[src/rtl/dma_axi_rd_if_pkg.sv]
// Shared widths and bus payload types for the DMA AXI read front end.
package dma_axi_rd_if_pkg;

    localparam int unsigned DMA_ADDR_WIDTH = 32;
    localparam int unsigned DMA_DATA_WIDTH = 64;
    localparam int unsigned DMA_STRB_WIDTH = DMA_DATA_WIDTH / 8;

    localparam logic [1:0] AXI_BURST_FIXED = 2'b00;
    localparam logic [1:0] AXI_BURST_INCR  = 2'b01;

    typedef enum logic {
        DMA_MODE_INCR  = 1'b0,
        DMA_MODE_FIXED = 1'b1
    } dma_mode_e;

    typedef struct packed {
        logic                      valid;
        logic [DMA_ADDR_WIDTH-1:0] addr;
        logic [7:0]                alen;
        logic [2:0]                size;
        logic [DMA_STRB_WIDTH-1:0] strb;
        dma_mode_e                 mode;
    } s_dma_axi_req_t;

    typedef struct packed {
        logic ready;
    } s_dma_axi_resp_t;

endpackage

[src/rtl/dma_axi_rd_if_if.sv]
// AXI read address and read data channels between the DMA master and memory.
interface dma_axi_rd_if_if;

    logic                                           arvalid_o;
    logic                                           arready_i;
    logic [dma_axi_rd_if_pkg::DMA_ADDR_WIDTH-1:0]   araddr_o;
    logic [7:0]                                     arlen_o;
    logic [2:0]                                     arsize_o;
    logic [1:0]                                     arburst_o;
    logic                                           rvalid_i;
    logic                                           rready_o;
    logic [dma_axi_rd_if_pkg::DMA_DATA_WIDTH-1:0]   rdata_i;
    logic [1:0]                                     rresp_i;
    logic                                           rlast_i;

    modport master (
        output arvalid_o, araddr_o, arlen_o, arsize_o, arburst_o, rready_o,
        input  arready_i, rvalid_i, rdata_i, rresp_i, rlast_i
    );

    modport slave (
        input  arvalid_o, araddr_o, arlen_o, arsize_o, arburst_o, rready_o,
        output arready_i, rvalid_i, rdata_i, rresp_i, rlast_i
    );

endinterface

[src/rtl/dma_axi_rd_if.sv]
// Read-side AXI master: issues AR bursts, tracks outstanding bursts, registers R beats.
module dma_axi_rd_if
    import dma_axi_rd_if_pkg::*;
#(
    parameter int unsigned MAX_OT = 4
) (
    input  logic                      clk,
    input  logic                      rst,
    input  s_dma_axi_req_t            dma_axi_req_i,
    output s_dma_axi_resp_t           dma_axi_resp_o,
    input  logic                      dma_abort_i,
    input  logic                      err_clr_i,
    dma_axi_rd_if_if.master           axi,
    output logic                      rd_valid_o,
    input  logic                      rd_ready_i,
    output logic [DMA_DATA_WIDTH-1:0] rd_data_o,
    output logic [DMA_STRB_WIDTH-1:0] rd_strb_o,
    output logic                      rd_error_o,
    output logic                      rd_idle_o
);

    localparam int unsigned PTR_W = $clog2(MAX_OT);
    localparam int unsigned CNT_W = $clog2(MAX_OT + 1);

    // OT queue storage: burst length and byte strobe per outstanding burst
    logic [7:0]                q_alen [MAX_OT];
    logic [DMA_STRB_WIDTH-1:0] q_strb [MAX_OT];
    logic [PTR_W-1:0]          wr_ptr;
    logic [PTR_W-1:0]          rd_ptr;
    logic [CNT_W-1:0]          ot_cnt;
    logic [7:0]                bcnt;

    logic                      req_ready_c;
    logic                      accept_c;
    logic                      rready_c;
    logic                      beat_c;
    logic                      q_empty_c;
    logic                      at_last_c;
    logic                      pop_c;
    logic                      err_c;
    logic [7:0]                head_alen_c;
    logic [DMA_STRB_WIDTH-1:0] head_strb_c;

    // Handshake decode, burst-end detection and error detection
    always_comb begin
        q_empty_c   = (ot_cnt == '0);
        head_alen_c = q_alen[rd_ptr];
        head_strb_c = q_strb[rd_ptr];
        req_ready_c = ~dma_abort_i & (~axi.arvalid_o | axi.arready_i)
                    & (ot_cnt < CNT_W'(MAX_OT));
        accept_c    = dma_axi_req_i.valid & req_ready_c;
        // Abort keeps R open so outstanding beats drain regardless of the sink
        rready_c    = dma_abort_i | ~rd_valid_o | rd_ready_i;
        beat_c      = axi.rvalid_i & rready_c;
        at_last_c   = ~q_empty_c & (bcnt == head_alen_c);
        pop_c       = beat_c & at_last_c;
        err_c       = beat_c & ((axi.rresp_i == 2'b10) | (axi.rresp_i == 2'b11) | q_empty_c
                    | (~q_empty_c & (axi.rlast_i != at_last_c)));
    end

    // Combinational outputs toward the streamer and the R channel
    always_comb begin
        dma_axi_resp_o       = '0;
        dma_axi_resp_o.ready = req_ready_c;
        axi.rready_o         = rready_c;
        rd_idle_o            = (ot_cnt == '0) & ~axi.arvalid_o;
    end

    // AR channel registers: hold until arready, reload on back-to-back accept
    always_ff @(posedge clk or negedge rst) begin
        if (!rst) begin
            axi.arvalid_o <= 1'b0;
            axi.araddr_o  <= '0;
            axi.arlen_o   <= '0;
            axi.arsize_o  <= '0;
            axi.arburst_o <= '0;
        end else if (accept_c) begin
            axi.arvalid_o <= 1'b1;
            axi.araddr_o  <= dma_axi_req_i.addr;
            axi.arlen_o   <= dma_axi_req_i.alen;
            axi.arsize_o  <= dma_axi_req_i.size;
            axi.arburst_o <= (dma_axi_req_i.mode == DMA_MODE_FIXED) ? AXI_BURST_FIXED
                                                                    : AXI_BURST_INCR;
        end else if (axi.arready_i) begin
            axi.arvalid_o <= 1'b0;
        end
    end

    // OT queue write on request acceptance
    always_ff @(posedge clk) begin
        if (accept_c) begin
            q_alen[wr_ptr] <= dma_axi_req_i.alen;
            q_strb[wr_ptr] <= dma_axi_req_i.strb;
        end
    end

    // OT queue pointers, outstanding count and beat counter
    always_ff @(posedge clk or negedge rst) begin
        if (!rst) begin
            wr_ptr <= '0;
            rd_ptr <= '0;
            ot_cnt <= '0;
            bcnt   <= '0;
        end else begin
            if (accept_c) begin
                wr_ptr <= wr_ptr + PTR_W'(1);
            end
            if (pop_c) begin
                rd_ptr <= rd_ptr + PTR_W'(1);
            end
            case ({accept_c, pop_c})
                2'b10:   ot_cnt <= ot_cnt + CNT_W'(1);
                2'b01:   ot_cnt <= ot_cnt - CNT_W'(1);
                default: ot_cnt <= ot_cnt;
            endcase
            if (beat_c & ~q_empty_c) begin
                bcnt <= at_last_c ? 8'd0 : bcnt + 8'd1;
            end
        end
    end

    // One-entry output register; abort flushes and suppresses new beats
    always_ff @(posedge clk or negedge rst) begin
        if (!rst) begin
            rd_valid_o <= 1'b0;
            rd_data_o  <= '0;
            rd_strb_o  <= '0;
        end else if (dma_abort_i) begin
            rd_valid_o <= 1'b0;
        end else if (beat_c & ~q_empty_c) begin
            rd_valid_o <= 1'b1;
            rd_data_o  <= axi.rdata_i;
            rd_strb_o  <= head_strb_c;
        end else if (rd_ready_i) begin
            rd_valid_o <= 1'b0;
        end
    end

    // Sticky error flag; a new error wins over the clear
    always_ff @(posedge clk or negedge rst) begin
        if (!rst) begin
            rd_error_o <= 1'b0;
        end else if (err_c) begin
            rd_error_o <= 1'b1;
        end else if (err_clr_i) begin
            rd_error_o <= 1'b0;
        end
    end

endmodule

[src/flat_wrapper.sv]
// flat-port wrapper written by rule: the top's interface ports become plain ports
module dma_axi_rd_if_flat import dma_axi_rd_if_pkg::*;
#(
    parameter int unsigned MAX_OT = 4
)
  (clk, rst, dma_axi_req_i, dma_axi_resp_o, dma_abort_i, err_clr_i, rd_valid_o, rd_ready_i, rd_data_o, rd_strb_o, rd_error_o, rd_idle_o, axi_arvalid_o, axi_araddr_o, axi_arlen_o, axi_arsize_o, axi_arburst_o, axi_rready_o, axi_arready_i, axi_rvalid_i, axi_rdata_i, axi_rresp_i, axi_rlast_i);
  dma_axi_rd_if_if axi_i ();
  input  logic clk;
  input  logic rst;
  input  s_dma_axi_req_t dma_axi_req_i;
  output s_dma_axi_resp_t dma_axi_resp_o;
  input  logic dma_abort_i;
  input  logic err_clr_i;
  output logic rd_valid_o;
  input  logic rd_ready_i;
  output logic [DMA_DATA_WIDTH-1:0] rd_data_o;
  output logic [DMA_STRB_WIDTH-1:0] rd_strb_o;
  output logic rd_error_o;
  output logic rd_idle_o;
  output wire logic [$bits(axi_i.arvalid_o)-1:0] axi_arvalid_o;
  output wire logic [$bits(axi_i.araddr_o)-1:0] axi_araddr_o;
  output wire logic [$bits(axi_i.arlen_o)-1:0] axi_arlen_o;
  output wire logic [$bits(axi_i.arsize_o)-1:0] axi_arsize_o;
  output wire logic [$bits(axi_i.arburst_o)-1:0] axi_arburst_o;
  output wire logic [$bits(axi_i.rready_o)-1:0] axi_rready_o;
  input wire logic [$bits(axi_i.arready_i)-1:0] axi_arready_i;
  input wire logic [$bits(axi_i.rvalid_i)-1:0] axi_rvalid_i;
  input wire logic [$bits(axi_i.rdata_i)-1:0] axi_rdata_i;
  input wire logic [$bits(axi_i.rresp_i)-1:0] axi_rresp_i;
  input wire logic [$bits(axi_i.rlast_i)-1:0] axi_rlast_i;
  assign axi_arvalid_o = axi_i.arvalid_o;
  assign axi_araddr_o = axi_i.araddr_o;
  assign axi_arlen_o = axi_i.arlen_o;
  assign axi_arsize_o = axi_i.arsize_o;
  assign axi_arburst_o = axi_i.arburst_o;
  assign axi_rready_o = axi_i.rready_o;
  assign axi_i.arready_i = axi_arready_i;
  assign axi_i.rvalid_i = axi_rvalid_i;
  assign axi_i.rdata_i = axi_rdata_i;
  assign axi_i.rresp_i = axi_rresp_i;
  assign axi_i.rlast_i = axi_rlast_i;
  dma_axi_rd_if #(.MAX_OT(MAX_OT)) u_core (.clk(clk), .rst(rst), .dma_axi_req_i(dma_axi_req_i), .dma_axi_resp_o(dma_axi_resp_o), .dma_abort_i(dma_abort_i), .err_clr_i(err_clr_i), .axi(axi_i), .rd_valid_o(rd_valid_o), .rd_ready_i(rd_ready_i), .rd_data_o(rd_data_o), .rd_strb_o(rd_strb_o), .rd_error_o(rd_error_o), .rd_idle_o(rd_idle_o));
endmodule
[config.mk]
export PLATFORM = sky130hd
export DESIGN_NAME = dma_axi_rd_if_flat
export DESIGN_NICKNAME = d
export VERILOG_FILES = /design/src/rtl/dma_axi_rd_if_pkg.sv /design/src/rtl/dma_axi_rd_if_if.sv /design/src/rtl/dma_axi_rd_if.sv /design/src/flat_wrapper.sv
export SDC_FILE = /design/constraint.sdc
export NUM_CORES = 1
export LEC_CHECK = 0
export BUFFER_PORTS_ARGS = -buffer_cell sky130_fd_sc_hd__buf_2
export CORE_ASPECT_RATIO = 1.25
export CORE_UTILIZATION = 50
export CTS_CLUSTER_DIAMETER = 120
export CTS_CLUSTER_SIZE = 14
export DETAILED_ROUTE_END_ITERATION = 16
export PLACE_DENSITY_LB_ADDON = 0.2
export SLEW_MARGIN = 20
export SYNTH_ARGS = -nofsm -noshare
export SYNTH_HDL_FRONTEND = slang
export SYNTH_SLANG_ARGS = --single-unit
[constraint.sdc]
create_clock -name clk -period 4 [get_ports clk]
set_input_delay 0.8 -clock clk [delete_from_list [all_inputs] [get_ports clk]]
set_output_delay 0.8 -clock clk [all_outputs]
set_load 0.05 [all_outputs]
* Yosys cells after proc, flatten, opt, wreduce, memory -nomap -nowiden *
Memories as Yosys holds them, arrays and structs flattened. A register that Yosys moved wholly into a read port is not among the register bits.
Index checks and enable logic that the tools add are counted.

operators by class
  equal/unequal tests = 6
  $lt $le $gt $ge = 1
  reductions and logical operators = 7
  add/subtract/negate cells = 5
  bitwise logic cells = 20
  muxes and demuxes = 12

operators by type and width
  operator                                          count
  AND 1 bit                                         10
  two-way mux 1 bit                                 10
  adder 8 x 1 -> 8 bit, second input constant       1
  == test 8 bit                                     1
  two-way mux 8 bit                                 1
  == test 2 bit, second input constant              3
  bitwise OR 1 bit                                  6
  one-hot mux 3 bit (2 select lines)                1
  nonzero test 2 bit                                3
  adder 2 x 1 -> 2 bit, second input constant       2
  NOT 1 bit                                         4
  adder 3 x 1 -> 3 bit, second input constant       1
  logical NOT 3 bit                                 1
  < comparator 3 bit, second input constant         1
  nonzero test 3 bit                                1
  subtractor 3 x 1 -> 3 bit, second input constant  1
  == test 2 x 1 -> 1 bit, second input constant     1
  AND reduction 2 bit                               1
  logical NOT 1 bit                                 1
  != test 1 bit                                     1

storage, ports and cells
  input bits = 127
  word-level logic and storage cells = 65
  memories kept = 2
  bits in writable memories = 64
  bits in registers = 127

memories
  name           depth  bits a word  read ports  clocked after Yosys merged registers in  write ports  line                 source
  u_core.q_alen  4      8            1           0                                        1            dma_axi_rd_if.sv:26  logic [7:0] q_alen [MAX_OT];
  u_core.q_strb  4      8            1           1                                        1            dma_axi_rd_if.sv:27  logic [DMA_STRB_WIDTH-1:0] q_strb [MAX_OT];

* Logic depth before layout (Yosys ltp) *
  word-level depth = 8
  mapped depth = 11
  mapped depth without buffers = 10

* Worst setup path before layout *
No wires, ideal clock.

  path type = input to register
  start = input port axi_arready_i
  end = register u_core.ot_cnt[1]
  path slack = 0.239 ns
  path buffers = 2
  required time = 3.917 ns
  stages = 9
  data arrival time = 3.678 ns
  cells stage by stage = nor2b_1 nor3_1 nand2_1 clkbuf_1 clkbuf_1 ha_1 inv_1 fa_1 o21ai_0

on the way
  word-level cells in the longest chain between the ends = 6
  elaborated cells on any way between the ends = 8
  those cells by class = eq/ne: 2; mux: 1; bitwise: 4; reduce/logical: 1

RTL lines
  what                                                                             line                  source
  start: declaration                                                               flat_wrapper.sv:26    input wire logic [$bits(axi_i.arready_i)-1:0] axi_arready_i;
  bitwise OR 1 bit *                                                               dma_axi_rd_if.sv:49   req_ready_c = ~dma_abort_i & (~axi.arvalid_o | axi.arready_i)
  AND 1 bit *                                                                      dma_axi_rd_if.sv:49
  AND 1 bit *                                                                      dma_axi_rd_if.sv:50   & (ot_cnt < CNT_W'(MAX_OT));
  named net dma_axi_resp_o                                                         flat_wrapper.sv:11    output s_dma_axi_resp_t dma_axi_resp_o;
  AND 1 bit *                                                                      dma_axi_rd_if.sv:51   accept_c = dma_axi_req_i.valid & req_ready_c;
  == test 2 x 1 -> 1 bit / == test 2 bit (equally long branches)                   dma_axi_rd_if.sv:111  case ({accept_c, pop_c})
  one-hot mux 3 bit (2 select lines) / nonzero test 2 bit (equally long branches)  -
  end signal: assignment                                                           dma_axi_rd_if.sv:112  2'b10: ot_cnt <= ot_cnt + CNT_W'(1);
  end signal: assignment                                                           dma_axi_rd_if.sv:113  2'b01: ot_cnt <= ot_cnt - CNT_W'(1);
  end signal: assignment                                                           dma_axi_rd_if.sv:114  default: ot_cnt <= ot_cnt;
  end: declaration                                                                 dma_axi_rd_if.sv:30   logic [CNT_W-1:0] ot_cnt;

Mark *: on every way through the listed nets, which the timed path passes. The rest lies on a longest branch.
A chain may end at the register's enable or synchronous reset.

* Worst setup path after layout *
  start = register u_core.rd_ptr[1]
  end = register u_core.ot_cnt[2]

on the way
  word-level cells in the longest chain between the ends = 6
  elaborated cells on any way between the ends = 8
  those cells by class = eq/ne: 3; mux: 1; bitwise: 2; reduce/logical: 1; memory: 1

RTL lines
  what                                                                             line                  source
  start: declaration                                                               dma_axi_rd_if.sv:29   logic [PTR_W-1:0] rd_ptr;
  start signal: assignment                                                         dma_axi_rd_if.sv:109  rd_ptr <= rd_ptr + PTR_W'(1);
  memory read (4 x 8 bit) *                                                        -
  == test 8 bit *                                                                  dma_axi_rd_if.sv:55   at_last_c = ~q_empty_c & (bcnt == head_alen_c);
  AND 1 bit *                                                                      dma_axi_rd_if.sv:55
  AND 1 bit *                                                                      dma_axi_rd_if.sv:56   pop_c = beat_c & at_last_c;
  named net u_core.pop_c                                                           dma_axi_rd_if.sv:39   logic pop_c;
  == test 2 x 1 -> 1 bit / == test 2 bit (equally long branches)                   dma_axi_rd_if.sv:111
  one-hot mux 3 bit (2 select lines) / nonzero test 2 bit (equally long branches)  -

Marks and branches as above.

==> reports/results.tsv <==
stage	metric	value	unit
outcome	outcome	finished, final reports clean	
cts	TritonCTS clock tree	yes	
min_path	worst hold path class	reg -> reg	
synthesis	FF+latch count, synth	198	
routing	total number of vias	4661	
floorplanning	Die W	113	µm
routing	DRC viols	0	
floorplanning	Starting Density	0.515	
placement	placed cell count	897	
cts	CTS buffer count	17	
floorplanning	Rows	50	
placement	post-DP HPWL	10800	µm
global_route	GRT Total Usage	0.205	
worst_setup_path	worst path required time	4340	ps
routing	met2 WL post-DR	8050	µm
cts	CTS Buffer Depth	2	
global_route	grt total ovfl	0	
cts	cts hold-fix bufs	0	
synthesis	Synth Area in Compound Gates	0.0158	
timing	Fin. Hold Viols	0	
synthesis	Syn. warnings	0	
finish	most common cell after layout, fill and taps aside	buf_2	
flow_run	Maximum Capacitance Violations	0	
timing	Final Cycle Share	0.781	
worst_setup_path	Worst Setup Start Kind	flop	
timing	final setup fails	0	
timing	min Tclk post-route	3130	ps
synthesis	Post-Synth Adder-Cell Area	0.0123	
cts	worst skew pair latency	420	ps
synthesis	Synth Area in XOR/XNOR	0.0277	
placement	# port buffers	247	
cts	CTS resizes	0	
synthesis	register area share after synthesis	0.680	
synthesis	ys async rst share	0.677	
finish	non-filler instance count after layout	930	
worst_setup_path	Critical Path AT	3470	ps
timing	setup TNS	0	ps
routing	vias per std cell	5.01	
cts	H-tree depth	4	
pwr	pwr/cell area	931	nW/µm²
global_route	initial antenna violation count	0	
routing	routed len/inst	16.7	µm
pwr	total power	9.16	mW
timing	Slew HR	0.377	
finish	final core utilization	0.652	
timing	Final Max Slew Viols	0	
global_route	first-pass GRT wire length	24800	µm
worst_setup_path	CP endpoint kind	flop	
routing	final wirelength	15600	µm
timing	Worst Skew	10.2	ps
synthesis	synthesized instance count	452	
global_route	largest net degree at the start of global routing	101	
synthesis	syn_nets	586	
timing	Slew @ Worst Pin	934	ps
routing	met3 WL post-DR	1120	µm
finish	leading cell types in the layout, fill and taps excluded	buf_2, dfrtp_1, mux2_2	
floorplanning	core area	15100	µm²
global_route	vias in the first global route	4942	
synthesis	Post-synth EDFFs	64	
worst_setup_path	Setup CP Type	reg -> reg	
cts	Clock transition at path regs	70	ps
floorplanning	die area	16000	µm²
routing	Post-Route M1 WL	6040	µm
cts	CTS sink count	198	
synthesis	multiplexer share of the synthesized area	0.214	
timing	unrepaired setup endpoints after global routing	false	
cts	Root Driver	clkbuf_16	
routing	Pre-antenna DRT Iters	4	
worst_setup_path	Max FO, Critical Path	12	
synthesis	area of the mapped netlist	7760	µm²
finish	layout cells sized above 1	0.581	
timing	Highest Clock Rate	0.320	GHz
placement	Placer Congestion	0.776	
finish	area grow syn2layout	26.8	%
floorplanning	IO Pins	250	
routing	Top Layer Used	met4	
synthesis	Synth cell types	41	
pwr	VDD IR max	0.671	mV
finish	Filler cells	1095	
routing	antenna viol nets, final	0	
synthesis	main combinational cell family by area after synthesis	multiplexers	
finish	fin nets	842	
synthesis	Avg Cell Area, Syn	17.2	µm²
routing	drt initial violations	215	
synthesis	main flop type after synthesis	dfrtp_1	
floorplanning	Die H	141	µm
pwr	Leakage	4.35	nW
synthesis	Post-Synth Simple-Gate Area	0.0332	
cts	total setup buffers inserted after CTS	0	
## per-stage QoR
step | area [µm²] | hold slack, ps | setup WS [ps]
2_1_floorplan | 7760 | 486 | 239
3_3_place_gp | 9240 | 459 | 976
3_5_place_dp | 9240 | 471 | 903
4_1_cts | 9830 | 488 | 850
5_1_grt | 9830 | 498 | 630
6_report | 9840 | 483 | 874
## worst paths after layout
kind | from | end | slack [ps] | cells after the start
setup / recovery | u_core.rd_ptr[1]$_DFFE_PN0P_ | u_core.ot_cnt[2]$_DFFE_PN0P_ | 870 | 10
hold / removal | u_core.rd_strb_o[0]$_DFFE_PN0P_ | u_core.rd_strb_o[0]$_DFFE_PN0P_ | 480 | 1
setup reg to reg | u_core.rd_ptr[1]$_DFFE_PN0P_ | u_core.ot_cnt[2]$_DFFE_PN0P_ | 870 | 10
hold reg to reg | u_core.rd_strb_o[0]$_DFFE_PN0P_ | u_core.rd_strb_o[0]$_DFFE_PN0P_ | 480 | 1
max in group asynchronous | rst | u_core.rd_data_o[6]$_DFFE_PN0P_ | 2590 | 2
min in group asynchronous | rst | u_core.ot_cnt[0]$_DFFE_PN0P_ | 490 | 1
## metal layers
layer,track usage,up-vias
met5,0,-
met4,0.0900,0
li1,-,2163
met3,0.0692,31
met2,0.345,178
met1,0.240,2289
## synthesized netlist by cell type, types with 6 or more instances
master | n | area (µm²)
and3_1 | 6 | 37.5
buf_2 | 6 | 30.0
clkbuf_1 | 8 | 30.0
dfrtp_1 | 134 | 3350
edfxtp_1 | 64 | 1920
ha_1 | 6 | 75.1
inv_1 | 11 | 41.3
mux2_1 | 7 | 78.8
mux2_2 | 109 | 1230
mux2i_1 | 6 | 60.1
mux4_2 | 13 | 293
nand2_1 | 9 | 33.8
nand4_1 | 6 | 37.5
nor2_1 | 6 | 22.5
xnor2_1 | 10 | 87.6
xor2_1 | 9 | 78.8
## report_power, final
part | internal, mW | switching (mW) | leakage, nW
combinational | 1.23 | 3.04 | 1.89
sequential | 2.80 | 0.408 | 2.17
clock | 0.907 | 0.767 | 0.296
total | 4.94 | 4.22 | 4.35
## logic make-up (layout without fill, tap and decap cells)
logic type | count (synthesis) | after routing
buffers and inverters | 29 | 298
muxes | 135 | 135
and+or+nand+nor | 47 | 47
xor gates and xnor gates | 22 | 22
AOI/OAI and AO/OA | 13 | 13
adders and majority gates | 7 | 7
DFF | 198 | 198
other | 1 | 2
## registers in the layout (all words and copies together) (netlist names)
register and count:
u_core.axi.araddr_o 32, u_core.axi.arburst_o 1, u_core.axi.arlen_o 8, u_core.axi.arsize_o 3, u_core.axi.arvalid_o 1, u_core.bcnt 8, u_core.ot_cnt 3, u_core.q_alen 32
u_core.q_strb 32, u_core.rd_data_o 64, u_core.rd_error_o 1, u_core.rd_ptr 2, u_core.rd_strb_o 8, u_core.rd_valid_o 1, u_core.wr_ptr 2
## cell type report
class                           count  area, µm²  area share
Clock buffer                       20        489      0.0497
Antenna cell                        1       2.50    0.000254
Timing Repair Buffer              255       1300       0.132
Clock inverter                     12        104      0.0106
Tap cell                          208        260      0.0265
Sequential cell                   198       5280       0.536
Inverter                           11       41.3     0.00420
Multi-Input combinational cell    225       2360       0.240
## critical path, stage by stage, from the launching register on
cell and delay, ps:
dfrtp_1 710, mux2i_1 300, xor2_1 220, o2111ai_2 260
a2111oi_4 460, ha_1 240, inv_1 60, fa_1 370
xor2_1 150, nor2_1 110, xor2_1 160
(Power assumes the default switching activity.)
